==> src/rtl/trng_vn_packer.sv <==
// Von Neumann debiaser and word packer for a single-bit raw entropy stream, with valid/ready output.
// Optional repetition-count health test enabled by defining TRNG_RCT_EN.
module trng_vn_packer #(
    parameter int WORD_WIDTH = 8,
    parameter int RCT_CUTOFF = 32
) (
    input  logic                  clock,
    input  logic                  reset,
    input  logic                  enable,
    input  logic                  raw_bit,
    output logic [WORD_WIDTH-1:0] out_data,
    output logic                  out_valid,
    input  logic                  out_ready,
    output logic                  overflow,
    output logic                  rct_fail
);

    localparam int CW = (WORD_WIDTH > 1) ? $clog2(WORD_WIDTH) : 1;
    localparam logic [CW-1:0] LAST_IDX = CW'(WORD_WIDTH - 1);
    localparam logic WAIT_FIRST  = 1'b0;
    localparam logic WAIT_SECOND = 1'b1;

    if (WORD_WIDTH < 2 || WORD_WIDTH > 64 || RCT_CUTOFF < 2 || RCT_CUTOFF > 1024) begin : g_bad_param
        $error("trng_vn_packer: parameter out of legal range");
    end

    logic                  state_q, state_d;
    logic                  first_q, first_d;
    logic [CW-1:0]         cnt_q, cnt_d;
    logic [WORD_WIDTH-1:0] shift_q, shift_d;
    logic [WORD_WIDTH-1:0] data_q, data_d;
    logic                  valid_q, valid_d;
    logic                  ovf_q, ovf_d;
    logic                  vn_valid_s;
    logic                  done_s;
    logic [WORD_WIDTH-1:0] word_s;
    logic                  rct_block_s;

`ifdef TRNG_RCT_EN
    localparam int RW = $clog2(RCT_CUTOFF + 1);
    localparam logic [RW-1:0] RCT_MAX = RW'(RCT_CUTOFF);

    logic [RW-1:0] rct_cnt_q, rct_cnt_d;
    logic          rct_prev_q, rct_prev_d;
    logic          rct_seen_q, rct_seen_d;
    logic          rct_fail_q, rct_fail_d;

    // Repetition-count test on raw samples; a gap in enable restarts the run.
    always_comb begin
        rct_cnt_d  = rct_cnt_q;
        rct_prev_d = rct_prev_q;
        rct_seen_d = rct_seen_q;
        rct_fail_d = rct_fail_q;
        if (enable) begin
            rct_prev_d = raw_bit;
            rct_seen_d = 1'b1;
            if (!rct_seen_q || (raw_bit != rct_prev_q)) begin
                rct_cnt_d = RW'(1);
            end else if (rct_cnt_q != RCT_MAX) begin
                rct_cnt_d = rct_cnt_q + RW'(1);
            end else begin
                rct_cnt_d = rct_cnt_q;
            end
            if (rct_cnt_d == RCT_MAX) begin
                rct_fail_d = 1'b1;
            end else begin
                rct_fail_d = rct_fail_q;
            end
        end else begin
            rct_seen_d = 1'b0;
        end
    end

    // Health-test state registers.
    always_ff @(posedge clock) begin
        if (reset) begin
            rct_cnt_q  <= '0;
            rct_prev_q <= 1'b0;
            rct_seen_q <= 1'b0;
            rct_fail_q <= 1'b0;
        end else begin
            rct_cnt_q  <= rct_cnt_d;
            rct_prev_q <= rct_prev_d;
            rct_seen_q <= rct_seen_d;
            rct_fail_q <= rct_fail_d;
        end
    end

    assign rct_block_s = rct_fail_q;
    assign rct_fail    = rct_fail_q;
`else
    assign rct_block_s = 1'b0;
    assign rct_fail    = 1'b0;
`endif

    // Pair FSM, packing and output load/handshake.
    always_comb begin
        state_d    = state_q;
        first_d    = first_q;
        cnt_d      = cnt_q;
        shift_d    = shift_q;
        data_d     = data_q;
        valid_d    = valid_q;
        ovf_d      = ovf_q;
        vn_valid_s = 1'b0;
        done_s     = 1'b0;
        word_s     = shift_q;

        if (!enable) begin
            state_d = WAIT_FIRST;
        end else begin
            case (state_q)
                WAIT_FIRST: begin
                    first_d = raw_bit;
                    state_d = WAIT_SECOND;
                end
                WAIT_SECOND: begin
                    vn_valid_s = (raw_bit != first_q);
                    state_d    = WAIT_FIRST;
                end
                default: state_d = WAIT_FIRST;
            endcase
        end

        // Pair "10" yields 1 and "01" yields 0, i.e. the corrected bit equals the first sample.
        word_s[cnt_q] = first_q;
        if (vn_valid_s) begin
            if (cnt_q == LAST_IDX) begin
                cnt_d   = '0;
                shift_d = '0;
                done_s  = 1'b1;
            end else begin
                cnt_d   = cnt_q + CW'(1);
                shift_d = word_s;
            end
        end else begin
            cnt_d = cnt_q;
        end

        if (valid_q && out_ready) begin
            valid_d = 1'b0;
        end else begin
            valid_d = valid_q;
        end

        if (done_s && !rct_block_s) begin
            if (!valid_q || out_ready) begin
                data_d  = word_s;
                valid_d = 1'b1;
            end else begin
                ovf_d = 1'b1;
            end
        end else begin
            ovf_d = ovf_q;
        end
    end

    // Datapath and output registers.
    always_ff @(posedge clock) begin
        if (reset) begin
            state_q <= WAIT_FIRST;
            first_q <= 1'b0;
            cnt_q   <= '0;
            shift_q <= '0;
            data_q  <= '0;
            valid_q <= 1'b0;
            ovf_q   <= 1'b0;
        end else begin
            state_q <= state_d;
            first_q <= first_d;
            cnt_q   <= cnt_d;
            shift_q <= shift_d;
            data_q  <= data_d;
            valid_q <= valid_d;
            ovf_q   <= ovf_d;
        end
    end

    assign out_data  = data_q;
    assign out_valid = valid_q;
    assign overflow  = ovf_q;

endmodule

==> config.mk <==
export PLATFORM = sky130hd
export DESIGN_NAME = trng_vn_packer
export DESIGN_NICKNAME = d
export VERILOG_FILES = /design/src/rtl/trng_vn_packer.sv
export SDC_FILE = /design/constraint.sdc
export NUM_CORES = 1
export LEC_CHECK = 0
export CAP_MARGIN = 10
export CORE_MARGIN = 3
export CORE_UTILIZATION = 60
export DETAILED_ROUTE_END_ITERATION = 12
export DONT_BUFFER_PORTS = 1
export GPL_TIMING_DRIVEN = 0
export PLACE_DENSITY = 0.81
export RECOVER_POWER = 25
export SYNTH_ARGS = -nofsm -noshare
export SYNTH_HDL_FRONTEND = slang
export SYNTH_SLANG_ARGS = --single-unit
==> constraint.sdc <==
create_clock -name clock -period 4.1 [get_ports clock]
set_input_delay 0.205 -clock clock [delete_from_list [all_inputs] [get_ports clock]]
set_output_delay 0.205 -clock clock [all_outputs]
set_load 0.005 [all_outputs]
==> metrics.txt <==
status=completed; clk buf depth=2; FILL cells=141; # resized after CTS=0; CTS sink cnt=23; IO Port Bufs=0; final hold violations=0; IO Pins=16; post-DR vias/cell=6.62; RSZ-0062 raised after global routing=no; DP Wirelength=1.80 mm; initial core utilization=0.653; initial antenna violation count=0; final wirelength=2.52 mm; CTS tree=done; setup tns final=0 ns; largest net degree at the start of global routing=14; Mapped Area=1160 um^2; worst reg2reg path depth=7; Mapped Cells=122; pwr dens=295 nW/um^2; CP arrival=2.07 ns; top cells by area, synth=dfxtp_1 (40%), mux2i_1 (6.9%), a32o_1 (6.0%), a211oi_1 (5.8%), o211ai_1 (4.5%); Post-synth ARST share=0; grt ovf=0; Yosys reg bits=23; Avg Inst Size Synth=9.54 um^2; first-pass GRT wire length=4.21 mm; DRT Pass-1 Iters=4; CTS Hold Bufs=0; fmax=551 MHz; Worst VDD drop=157 uV; Hold Crit Depth=2; chip width=50.0 um; Worst Path Max Fanout=10; Synth cell types=33; die height=50.0 um; Post-CTS Setup Inserts=0; fin crit share=0.442; Post-synth EDFFs=0; routed len/inst=16.7 um; count leader, synth=dfxtp_1; most area-hungry cell type in the Yosys netlist=dfxtp_1; Synth Flop Type=dfxtp_1; Num CTS Buffers=3; number of global-route vias before repair=941; via count=1000; crit end category=flop; drt first-iter violations=24; crit path launch type=flop; placed cell count=147; Leakage Power=0.000437 uW; Synth warnings=0; top-area cell type share of the netlist area=0.396; H-tree Lvls=1; Post-Layout Cell Count=151; drc violations=0; final setup fails=0; sequential-to-total area share from yosys stat=0.396; Worst Hold Path EP=first_q; Hold Path Class=in2reg; clk root buf=clkbuf_4; GRT Resource Usage Total=0.216; Placer Congestion=0.857; final net count=134; core box area=1780 um^2; Max Clock Skew=0.00114 ns; ANT cells=0; area delta synth->final=5.05%; Required @ worst endpoint=4.36 ns; Worst R2R Setup Slack=2.29 ns; Worst Hold Launch=raw_bit; Mapped Nets=129; CP Class=reg2reg; # rows=15; Clk Latency, worst-skew pair=0.31 ns; Final ANT Viol Nets=0; total die area=2500 um^2; max-slew violations=0; share of post-route cells with drive strength above 1=0.143; clock slew at reported path FFs=0.12 ns; top post-synthesis cells by count=dfxtp_1 (23), a211oi_1 (9), a31oi_1 (8), mux2i_1 (8); Crit Reg-Reg Startpoint=cnt_q[0]; max cap viols=0; minimum clock period=1.81 ns; r2r endpoint=shift_q[1]
[worst max path at each step]
stage                        start    endpoint  slack (ns)  depth (start not counted)
after floorplan           cnt_q[0]  shift_q[0]        2.57                          7
after global placement    cnt_q[0]  shift_q[0]        2.34                          7
after global routing      cnt_q[0]  shift_q[1]        2.13                          7
final                     cnt_q[0]  shift_q[1]        2.29                          7
after CTS                 cnt_q[0]  shift_q[1]        2.29                          7
after detailed placement  cnt_q[0]  shift_q[1]        2.32                          7
[cells in the final DEF (no fill, tap or decap), drive strengths merged, types with 2 or more instances in the layout]
cell and instances:
ha 2, dfxtp 23, o211ai 7, and3b 2, and3 3, a211oi 9
clkbuf 8, and4b 2, buf 10, o21ai 4, nand2 3, mux2i 8
a21oi 5, nor2 3, and2 2, a31oi 8, a32o 7, clkinv 2
nor3b 3, nand4 2, inv 2
[stage by stage]
stage / power, uW / util / area [um^2] / setup slack [ns] / hold slack (ns)
6_report: 360 / 0.686 / 1220 / 2.29 / 0.0464
5_1_grt: 376 / 0.686 / 1220 / 2.13 / 0.0616
2_1_floorplan: 255 / - / 1160 / 2.57 / 0.352
3_5_place_dp: 261 / 0.670 / 1190 / 2.32 / 0.380
4_1_cts: 365 / 0.686 / 1220 / 2.29 / 0.0466
3_3_place_gp: 261 / 0.670 / 1190 / 2.34 / 0.357
[flip-flops by register name, summed over array words and instances, names as in the netlist]
signal / count
out_data: 8
shift_q: 8
cnt_q: 3
first_q: 1
out_valid: 1
overflow: 1
state_q: 1
[worst max-delay path, stage by stage (launching register included)]
cell and delay, ns:
dfxtp_1 0.36, ha_1 0.21, ha_1 0.20, buf_2 0.19
nor2_1 0.17, and4b_1 0.20, clkbuf_1 0.25, a32o_1 0.17
[logic make-up (layout without fill, tap and decap cells)]
group / Yosys count / in the layout / synth area share
AO/OA/AOI/OAI: 41 / 41 / 0.253
AND/OR/NAND/NOR: 27 / 27 / 0.166
flip-flops: 23 / 23 / 0.396
buffers and inverters: 18 / 22 / 0.0774
multiplexers: 8 / 8 / 0.0688
adder cells (fa/ha/maj): 2 / 2 / 0.0215
XOR/XNOR: 2 / 2 / 0.0151
other: 1 / 1 / 0.00322
[routing by layer]
metal  track usage  wire, um
met3        0.0453       181
met1         0.287      1120
met4        0.0691        16
met2         0.346      1200
met5             0         0
[layout make-up]
| class | instances | area (um^2) | share of cell area |
|---|---|---|---|
| clock inverters | 1 | 5.00 | 0.00409 |
| well taps | 25 | 31.3 | 0.0256 |
| plain buffers | 15 | 78.8 | 0.0645 |
| flip-flops and latches | 23 | 460 | 0.377 |
| multi-input cells | 81 | 613 | 0.502 |
| inverters | 3 | 11.3 | 0.00921 |
| clock buffers | 3 | 22.5 | 0.0184 |
[power by group]
part	leakage (uW)	internal [uW]	switching (uW)
registers	0.000186	225	1.72
logic	0.000233	10.3	19.7
clock network	0.0000177	36.4	67.1
No activity file was read; power rests on OpenSTA's default activity.
